### src/rtl/fwd_pkg.sv
// Shared types and constants for the EX operand forwarding / hazard controller.
// Stage trackers record just enough of each in-flight instruction to resolve RAW hazards.
package fwd_pkg;

   localparam int REG_AW = 5;

   localparam logic [1:0] SEL_REG = 2'd0;
   localparam logic [1:0] SEL_WB  = 2'd1;
   localparam logic [1:0] SEL_ALU = 2'd2;

   typedef struct packed {
      logic              valid;
      logic [REG_AW-1:0] rd;
      logic              regwrite;
      logic              memread;
   } trk_t;

   localparam trk_t TRK_EMPTY = '0;

endpackage

### src/rtl/fwd_match.sv
// RAW match of one source operand against one in-flight producer.
// Purely combinational, no backpressure.
module fwd_match
   import fwd_pkg::*;
(
   input  logic [REG_AW-1:0] rs,
   input  logic              rs_used,
   input  logic              trk_valid,
   input  logic              trk_regwrite,
   input  logic [REG_AW-1:0] trk_rd,
   output logic              match
);

   // x0 is hard-wired zero, so a write to it never produces a forwardable value.
   assign match = rs_used && trk_valid && trk_regwrite &&
                  (trk_rd != '0) && (trk_rd == rs);

endmodule

### src/rtl/fwd_ctrl_unit.sv
// Forwarding selects and load-use stall/bubble for the 5-stage pipeline.
// sel_a/sel_b registered (1 cycle from ID); stall_id/ex_bubble combinational; hold freezes all state.
module fwd_ctrl_unit
   import fwd_pkg::*;
(
   input  logic              clk,
   input  logic              rst_n,
   input  logic              hold,
   input  logic              flush,
   input  logic              id_valid,
   input  logic [REG_AW-1:0] id_rs1,
   input  logic [REG_AW-1:0] id_rs2,
   input  logic              id_rs1_used,
   input  logic              id_rs2_used,
   input  logic [REG_AW-1:0] id_rd,
   input  logic              id_regwrite,
   input  logic              id_memread,
   output logic [1:0]        sel_a,
   output logic [1:0]        sel_b,
   output logic              stall_id,
   output logic              ex_bubble
);

   trk_t       ex_q, mem_q, wb_q;
   logic       m1_ex, m2_ex, m1_mem, m2_mem;
   logic       load_use, adv, take;
   logic [1:0] sel_a_d, sel_b_d;
   logic       dbg_unused;

   fwd_match u_m1_ex (
      .rs(id_rs1), .rs_used(id_rs1_used),
      .trk_valid(ex_q.valid), .trk_regwrite(ex_q.regwrite), .trk_rd(ex_q.rd),
      .match(m1_ex)
   );

   fwd_match u_m2_ex (
      .rs(id_rs2), .rs_used(id_rs2_used),
      .trk_valid(ex_q.valid), .trk_regwrite(ex_q.regwrite), .trk_rd(ex_q.rd),
      .match(m2_ex)
   );

   fwd_match u_m1_mem (
      .rs(id_rs1), .rs_used(id_rs1_used),
      .trk_valid(mem_q.valid), .trk_regwrite(mem_q.regwrite), .trk_rd(mem_q.rd),
      .match(m1_mem)
   );

   fwd_match u_m2_mem (
      .rs(id_rs2), .rs_used(id_rs2_used),
      .trk_valid(mem_q.valid), .trk_regwrite(mem_q.regwrite), .trk_rd(mem_q.rd),
      .match(m2_mem)
   );

   assign adv       = !hold;
   assign load_use  = id_valid && ex_q.memread && (m1_ex || m2_ex);
   assign stall_id  = load_use && !hold && !flush;
   assign ex_bubble = stall_id || (flush && !hold);
   assign take      = id_valid && !ex_bubble;

   // Youngest producer wins; a load hit in EX never reaches here because it forces a bubble.
   always_comb begin
      sel_a_d = SEL_REG;
      sel_b_d = SEL_REG;
      if (m1_ex)       sel_a_d = SEL_ALU;
      else if (m1_mem) sel_a_d = SEL_WB;
      if (m2_ex)       sel_b_d = SEL_ALU;
      else if (m2_mem) sel_b_d = SEL_WB;
   end

   always_ff @(posedge clk or negedge rst_n) begin
      if (!rst_n) begin
         ex_q  <= TRK_EMPTY;
         mem_q <= TRK_EMPTY;
         wb_q  <= TRK_EMPTY;
         sel_a <= SEL_REG;
         sel_b <= SEL_REG;
      end else if (adv) begin
         wb_q  <= mem_q;
         mem_q <= ex_q;
         if (take) begin
            ex_q  <= '{valid: 1'b1, rd: id_rd, regwrite: id_regwrite, memread: id_memread};
            sel_a <= sel_a_d;
            sel_b <= sel_b_d;
         end else begin
            ex_q  <= TRK_EMPTY;
            sel_a <= SEL_REG;
            sel_b <= SEL_REG;
         end
      end
   end

   // Write-before-read register file: the WB tracker is kept for observability only.
   assign dbg_unused = ^wb_q;

endmodule

### config.mk
export PLATFORM = sky130hd
export DESIGN_NAME = fwd_ctrl_unit
export DESIGN_NICKNAME = d
export VERILOG_FILES = /design/src/rtl/fwd_pkg.sv /design/src/rtl/fwd_match.sv /design/src/rtl/fwd_ctrl_unit.sv
export SDC_FILE = /design/constraint.sdc
export NUM_CORES = 1
export LEC_CHECK = 0
export ABC_AREA = 1
export CELL_PAD_IN_SITES_DETAIL_PLACEMENT = 0
export CELL_PAD_IN_SITES_GLOBAL_PLACEMENT = 2
export CORE_MARGIN = 4
export CORE_UTILIZATION = 28
export CTS_CLUSTER_DIAMETER = 50
export DETAILED_ROUTE_END_ITERATION = 8
export PLACE_DENSITY = 0.83
export SLEW_MARGIN = 20
export SYNTH_ARGS = -nofsm -noshare
export SYNTH_HDL_FRONTEND = slang
export SYNTH_SLANG_ARGS = --single-unit
### constraint.sdc
create_clock -name clk -period 2.7 [get_ports clk]
set_clock_uncertainty 0.05 [all_clocks]
set_input_delay 0.54 -clock clk [delete_from_list [all_inputs] [get_ports clk]]
set_output_delay 0.54 -clock clk [all_outputs]
set_load 0.01 [all_outputs]
=== Yosys cells after proc, flatten, opt, wreduce, memory -nomap -nowiden ===
Index checks and enable logic that the tools add are counted.

* Mux-type cells: 7
* Equality and inequality tests: 4
* Reduce and logical (&&, ||, !) cells: 29

{| class="wikitable"
|+ Operator list
! cell !! number
|-
| $logic_and A1 B1 Y1 || 22
|-
| $eq A5 B5 Y1 || 4
|-
| $reduce_bool A5 Y1 || 2
|-
| $mux W2 || 4
|-
| $mux W8 || 1
|-
| $logic_not A1 Y1 || 3
|-
| $logic_or A1 B1 Y1 || 2
|-
| $mux W1 || 2
|}

* Register bits after elaboration: 19
* Output and inout bits: 6

=== Depth between registers and ports, before layout ===
Gate-level depths: netlist (run 1).

* Depth in word-level cells: 12
* Depth in mapped cells: 12
* Gate-level depth less buffers: 11

=== Cells and area by module ===
From an unflattened synthesis (run 1), not the netlist that was laid out.

* Cells, all modules: 228
* Area, all modules: 1351.3 µm²

{| class="wikitable"
|+ By module, submodules not included
! module !! times used !! sequential area each (µm²) !! area each (µm²) !! cells an instance
|-
| fwd_ctrl_unit || 1 || 475.5 || 835.8 || 96
|-
| fwd_match || 4 || 0.0 || 128.9 || 33
|}

=== Least setup slack after synthesis (run 1) ===
Ideal clock, no wire load.

* Path kind: input -> output
* Start: input port hold
* End: output port ex_bubble
* Setup slack: 0.719 ns
* Buffers on the path: 2
* Data arrival time: 1.391 ns
* Stages on the path: 7
* Path through: buf_2 > nor2_1 > nand2_1 > nor2_2 > nand2_2 > buf_6 > nand2_1

* Cells in the longest elaborated chain, start to end: 4

{| class="wikitable"
|+ RTL lines
! item !! line !! RTL
|-
| start: declaration || fwd_ctrl_unit.sv:8 || <nowiki>input logic hold,</nowiki>
|-
| $logic_not A1 Y1 * || fwd_ctrl_unit.sv:56, fwd_ctrl_unit.sv:57 ||
|-
| $logic_and A1 B1 Y1 (2 in a row) || fwd_ctrl_unit.sv:56 || <nowiki>assign stall_id = load_use && !hold && !flush;</nowiki>
|-
| $logic_or A1 B1 Y1 * || fwd_ctrl_unit.sv:57 || <nowiki>assign ex_bubble = stall_id || (flush && !hold);</nowiki>
|-
| end: declaration || fwd_ctrl_unit.sv:21 || <nowiki>output logic ex_bubble</nowiki>
|}

Every way passes the cells marked *; elsewhere a longest branch is shown, timed or not.

=== Final worst setup path (run 1) ===
* Start: input port id_rs2[1]
* End: output port ex_bubble

* Cells in the longest elaborated chain, start to end: 7

{| class="wikitable"
|+ RTL lines
! item !! line !! RTL
|-
| start: declaration || fwd_ctrl_unit.sv:12 || <nowiki>input logic [REG_AW-1:0] id_rs2,</nowiki>
|-
| $eq A5 B5 Y1 || fwd_match.sv:16 || <nowiki>(trk_rd != '0) && (trk_rd == rs);</nowiki>
|-
| $logic_and A1 B1 Y1 || fwd_match.sv:16 ||
|-
| $logic_or A1 B1 Y1 || fwd_ctrl_unit.sv:55 || <nowiki>assign load_use = id_valid && ex_q.memread && (m1_ex || m2_ex);</nowiki>
|-
| $logic_and A1 B1 Y1 || fwd_ctrl_unit.sv:55 ||
|-
| $logic_and A1 B1 Y1 (2 in a row) || fwd_ctrl_unit.sv:56 ||
|-
| $logic_or A1 B1 Y1 || fwd_ctrl_unit.sv:57 ||
|}

No other way between the ends.

==> impl_metrics.json, run 1 <==
{
  "status": "finished clean",
  "relSlewSlack_pct": 79.6,
  "areaGrowthSynthToFinish_pct": 38.2,
  "cts_buffer_depth": 2,
  "ant_nets": 0,
  "die_x_um": 77.6,
  "cts_root_buf": "clkbuf_8",
  "combPwrFrac_pct": 26.6,
  "pwr_density_cell_nw_per_um2": 378,
  "yosysTopAreaCell": "dfrtp_1",
  "switchingPower_uw": 206,
  "synth.area.mux_share_pct": 0,
  "r2r_cells": 12,
  "drt-initial-drc-count": 65,
  "syn-num-nets": 237,
  "synth_top_area_share_pct": 35.1,
  "core-area_sq_um": 4720,
  "slew_violations": 0,
  "clk-insertion-delay-late_ps": 250,
  "grt_pass1_wl_um": 5910,
  "timing.final.crit_share_pct": 89.3,
  "overflow": 0,
  "cts_buffers": 3,
  "p_sw_share_pct": 29.0,
  "busiest_layer": "met2",
  "critical_path_arrival_ps": 1820,
  "floorplan.initialDensity_pct": 28.7,
  "postLayoutCoreUtil_pct": 39.7,
  "setup_viol": 0,
  "firstDrtPassIters": 4,
  "synthAdderAreaFrac_pct": 0,
  "ioPinCount": 30,
  "intPower_uw": 503,
  "clock.fmax_mhz": 415,
  "vias": 1391,
  "antenna_found_initial": 0,
  "grt_use_met3_pct": 1.04,
  "synthSimpleGateAreaFrac_pct": 43.6,
  "fin_crit_ps": 2410,
  "dieArea_sq_um": 6020,
  "whs_path_depth": 2,
  "criticalPathCategory": "input pin to output pin",
  "dp_hpwl_um": 2900,
  "via_per_inst": 4.23,
  "peakVddDrop_v": 0.000192,
  "synth-seq-cells": 19,
  "numClockSinks": 19,
  "p_leak_nw": 0.998,
  "synth_top_family_by_area": "simple AND/OR/NAND/NOR gates",
  "cts_hold_buf": 0,
  "synth_area_leaders": "dfrtp_1 (35%), nand2_1 (27%), xnor2_1 (6.5%)",
  "grt_pass1_vias": 1294,
  "hold-worst-slack_ps": 431,
  "gr-usage-all-layers_pct": 12.0,
  "power.total_uw": 708,
  "use_met1_pct": 17.8,
  "drive_above_1_share_pct": 14.5,
  "rows": 25,
  "synth_compound_area_share_pct": 2.58,
  "end_kind": "output pin",
  "die_h_um": 77.6,
  "grt_max_degree": 20,
  "cts_setup_buffers": 0,
  "cap_viol_max_count": 0,
  "fin_nets": 287,
  "port-buffer-count": 29,
  "hold_viol_final": 0,
  "grt_util_met2_pct": 18.4,
  "clkSlewWorstSetupHoldPaths_ps": 70,
  "synth_xor_area_share_pct": 6.46,
  "drc": 0,
  "worst_pin_slew_ps": 305,
  "syn_area_per_cell_sq_um": 6.37,
  "power_frac_seq_pct": 46.4,
  "wl_um": 3450,
  "cts_tree": "yes",
  "wl_per_cell_um": 10.5,
  "postSynthCellCount": 213,
  "hold_path.class": "flip-flop to flip-flop",
  "yosysSeqAreaShare_pct": 35.1,
  "ys.warnings.count": 0,
  "htreeDepth": 1,
  "worst_setup_path_start_kind": "input pin",
  "ys_types": 17,
  "instances_no_fill": 329,
  "synth_area_sq_um": 1360,
  "cp.required_ps": 2110,
  "diodes": 0,
  "pwr-share-clk_pct": 27.0,
  "place_inst": 325,
  "worst-path-max-fanout": 3,
  "place_congestion": 0.812,
  "grt_setup_unrepaired": "false"
}
==> repair_timing <==
| item | 4_1_cts | 5_1_grt |
|---|---|---|
| pin swaps | 0 | 0 |
| endpoints found under the setup margin | 2 | 2 |
| endpoints found under the hold margin | 0 | 0 |
| gates resized for setup | 2 | 4 |
==> flip-flops by register name, indices dropped and copies added (netlist names) <==
| register | cells |
|---|---|
| ex_q | 8 |
| sel_b | 2 |
| sel_a | 2 |
| mem_q | 7 |
==> power groups by stage <==
stage | Clock, mW | Sequential [mW] | Combinational [mW]
CTS | 0.201 | 0.329 | 0.193
finish | 0.191 | 0.329 | 0.188
detailed placement | 0 | 0.334 | 0.193
global placement | 0 | 0.333 | 0.192
floorplan | 0 | 0.324 | 0.108
global route | 0.210 | 0.332 | 0.219
==> cell type report <==
type | count | area (sq um)
Clock buffer | 3 | 41.3
Clock inverter | 1 | 5.00
Fill cell | 514 | 2850
Inverter | 27 | 101
Multi-Input combinational cell | 160 | 714
Sequential cell | 19 | 475
Tap cell | 67 | 83.8
Timing Repair Buffer | 52 | 453
==> worst max-delay path: stages <==
cell	delay, ps
clkdlybuf4s50_1	500
inv_1	50
nand2_1	50
nand2_1	70
inv_1	50
nand2_1	50
nor2_2	110
nand2_1	60
nand2_1	90
nand2_2	70
nand2_1	60
clkbuf_2	120
==> logic make-up (layout without fill, tap and decap cells) <==
group | count (synthesis) | after routing
DFF | 19 | 19
and+or+nand+nor | 143 | 143
buffers and inverters | 34 | 83
xor gates and xnor gates | 10 | 10
AOI/OAI and AO/OA | 7 | 7
==> synthesized netlist by cell type <==
cell	count
nand2_1	98
inv_1	23
nor2_1	22
dfrtp_1	19
nand4_1	12
xnor2_1	10
buf_6	5
nand3_1	5
o21ai_0	5
nor2_2	4
inv_2	3
a21oi_1	2
buf_2	1
clkbuf_1	1
clkinv_1	1
nand2_2	1
nand3_2	1
==> layout by cell type, fill, tap and decap left out <==
master | synthesis | layout
nor2_2 | 4 | 4
clkbuf_2 | 0 | 2
clkbuf_8 | 0 | 3
a21oi_1 | 2 | 2
nand3_2 | 1 | 1
clkdlybuf4s50_1 | 0 | 27
inv_1 | 23 | 23
nor2_1 | 22 | 22
nand2_1 | 98 | 98
nand4_1 | 12 | 12
nand2_2 | 1 | 1
o21ai_0 | 5 | 5
buf_4 | 0 | 23
clkinv_1 | 1 | 1
nand3_1 | 5 | 5
xnor2_1 | 10 | 10
inv_2 | 3 | 3
dfrtp_1 | 19 | 19
clkinv_2 | 0 | 1
==> stage by stage <==
stage / setup WS, ps / TNS, ps / instance area, sq um
after floorplan: 719 / 0 / 1360
after global routing: 83.7 / 0 / 1870
after global placement: -158 / -308 / 1840
after detailed placement: -151 / -294 / 1840
final: 290 / 0 / 1870
after CTS: 105 / 0 / 1880
==> layer usage <==
metal	wire, um	up-vias	part of all wire (%)
li1	-	745	-
met1	1790	622	52
met2	1520	22	44
met3	107	2	3.1
met4	27	0	0.78
met5	0	-	0
==> final timing paths <==
path	start	endpoint	slack, ps
min in group asynchronous	rst_n	mem_q[1]	560
worst max-delay path	id_rs2[1]	ex_bubble	290
worst min register to register	sel_b[1]	sel_b[1]	430
worst max register to register	ex_q[3]	sel_b[0]	1100
worst min-delay path	sel_b[1]	sel_b[1]	430
max in group asynchronous	rst_n	mem_q[3]	1830
(Power assumes the default switching activity.)
==> run 2, diff against run 1 <==
--- a/config.mk
+++ b/config.mk
@@ -8,11 +8,13 @@
 export ABC_AREA = 1
 export CELL_PAD_IN_SITES_DETAIL_PLACEMENT = 0
 export CELL_PAD_IN_SITES_GLOBAL_PLACEMENT = 2
+export CORE_ASPECT_RATIO = 1.75
 export CORE_MARGIN = 4
-export CORE_UTILIZATION = 28
+export CORE_UTILIZATION = 35
 export CTS_CLUSTER_DIAMETER = 50
 export DETAILED_ROUTE_END_ITERATION = 8
-export PLACE_DENSITY = 0.83
+export DONT_BUFFER_PORTS = 1
+export PLACE_DENSITY = 0.82
 export SLEW_MARGIN = 20
 export SYNTH_ARGS = -nofsm -noshare
 export SYNTH_HDL_FRONTEND = slang
==> run 2 against run 1 <==
  * Global-route usage increased by 2.9 points
  * Total power down 8.8%
  * Count of clock-buffer cells in the layout is 1 higher
  * Final area fell by 25%
  * Sequential cell count unchanged
  * Critical endpoint unchanged
  * Largest cell class unchanged
  * Highest routed layer unchanged
==> impl_metrics.json, run 2 (synthesis gave the netlist of run 1 again) <==
{
  "p_sw_share_pct": 29.4,
  "clkSlewWorstSetupHoldPaths_ps": 70,
  "htreeDepth": 1,
  "largest-register": "ex_q",
  "reg_top3": "ex_q x8, mem_q x7",
  "overflow": 0,
  "cts_buffers": 3,
  "min_from": "hold",
  "grt_pass1_wl_um": 5550,
  "drive_above_1_share_pct": 6.13,
  "power_frac_seq_pct": 50.5,
  "firstDrtPassIters": 4,
  "die_h_um": 90.4,
  "vias": 1239,
  "r2r_cells": 9,
  "gr-usage-all-layers_pct": 14.9,
  "clock.fmax_mhz": 458,
  "numClockSinks": 19,
  "grt_pass1_vias": 1266,
  "cp_common_cell": "nand2_1",
  "worstSetupEndpoint": "ex_bubble",
  "combPwrFrac_pct": 18.7,
  "port-buffer-count": 0,
  "hold-worst-slack_ps": 334,
  "rr_startpoint": "ex_q[5]",
  "timing.final.crit_share_pct": 80.8,
  "pwr_density_cell_nw_per_um2": 458,
  "cpPeakStageDelay_ps": 470,
  "cts_tree": "yes",
  "wl_per_cell_um": 13.1,
  "core-area_sq_um": 3660,
  "drc": 0,
  "grt_setup_unrepaired": "false",
  "status": "finished clean",
  "cap_viol_max_count": 0,
  "crit_path_top_delay_cell": "dfrtp_1",
  "setup_viol": 0,
  "worst-path-max-fanout": 14,
  "critical_path_arrival_ps": 1590,
  "cp.required_ps": 2110,
  "place_ws_ps": 752,
  "hold_viol_final": 0,
  "relSlewSlack_pct": 37.4,
  "floorplan.initialDensity_pct": 37.0,
  "r2r_setup_slack_ps": 1160,
  "end_kind": "output pin",
  "via_per_inst": 4.80,
  "fin_nets": 237,
  "largest_register_ffs": 8,
  "cts_setup_buffers": 0,
  "cts_buffer_depth": 2,
  "criticalPathCategory": "flip-flop to output pin",
  "p_leak_nw": 0.783,
  "peakVddDrop_v": 0.000206,
  "slew_violations": 0,
  "rows": 29,
  "tns_ps": 0,
  "dp_hpwl_um": 2660,
  "setup_ws_ps": 518,
  "pwr-share-clk_pct": 30.8,
  "die_x_um": 55.1,
  "cts_root_buf": "clkbuf_8",
  "layout_common_cells": "nand2_1 (98), inv_1 (23), nor2_1 (22), dfrtp_1 (19), nand4_1 (12)",
  "place_congestion": 0.803,
  "grt_max_degree": 27,
  "intPower_uw": 456,
  "diodes": 0,
  "r2r-end": "ex_q[2]",
  "areaGrowthSynthToFinish_pct": 4.06,
  "clk-insertion-delay-late_ps": 250,
  "startpoint": "ex_q[5]",
  "worst_setup_path_start_kind": "flip-flop",
  "ant_nets": 0,
  "wl_um": 3380,
  "antenna_found_initial": 0,
  "fin_crit_ps": 2180,
  "final_common_cell": "nand2_1",
  "drt-initial-drc-count": 41,
  "path_cells": "nor2_2 -> nand2_1 -> nor2_2 -> nor2_1 -> nand2_1 -> nand2_1 -> nand2_2 -> nand2_1",
  "ioPinCount": 30,
  "worst_pin_slew_ps": 936,
  "hold_path.class": "input pin to flip-flop",
  "switchingPower_uw": 190,
  "dieArea_sq_um": 4970
}
run 2: cell types whose count changed in the layout (fill, tap and decap cells not counted), sizes merged:
cell           before  now
clkdlybuf4s50      27    0
buf                23    1
clkbuf              5    4
clkinv              2    1
dlygate4sd3         0    1
run 2: worst min path at each step:
stage,end,slack (ps),cells after the start
floorplan,ex_q[0],190,0
global placement,ex_q[1],200,0
detailed placement,ex_q[1],200,0
CTS,mem_q[5],330,1
global route,mem_q[5],320,1
finish,mem_q[5],330,1
run 2: layout make-up:
cell class	count	area [sq um]
fill	418	2250
multi-input combinational	160	714
sequential	19	475
inverter	27	101
tap	46	57.6
clock buffer	4	45.0
timing repair buffer	2	17.5
run 2: what timing repair did:
action                                 CTS  global route
resized for setup                        0             0
endpoints found under the hold margin   19             0
hold buffers                             1             0
run 2: power by group through the flow:
stage / Sequential (mW) / Clock (mW) / Combinational, mW
after floorplan: 0.324 / 0 / 0.108
after global placement: 0.332 / 0 / 0.114
after detailed placement: 0.333 / 0 / 0.115
after CTS: 0.327 / 0.208 / 0.123
after global routing: 0.330 / 0.223 / 0.141
final: 0.327 / 0.199 / 0.121
run 2: stage by stage:
| step | total power, mW | instances | instance area [sq um] | utilization (%) |
|---|---|---|---|---|
| after detailed placement | 0.448 | 253 | 1360 | 37.0 |
| after CTS | 0.658 | 258 | 1410 | 38.5 |
| after global placement | 0.446 | 253 | 1360 | 37.0 |
| after global routing | 0.693 | 258 | 1410 | 38.5 |
| final | 0.646 | 258 | 1410 | 38.5 |
| after floorplan | 0.433 | 213 | 1360 | - |
run 2: metal layers:
metal  GRT usage, %  routed length (um)  vias to the layer above  share of wire, %
met2           24.6                1730                       38                51
met5              0                   0                        -                 0
met4           5.07                  51                        0               1.5
met3           2.81                 178                        6               5.3
met1           18.6                1420                      555                42
li1               -                   -                      640                 -
run 2: worst max-delay path: cells and delay by family (launching register included):
family           cells  cell delay [ps]
flip-flops           1              470
AND/OR/NAND/NOR      8              850
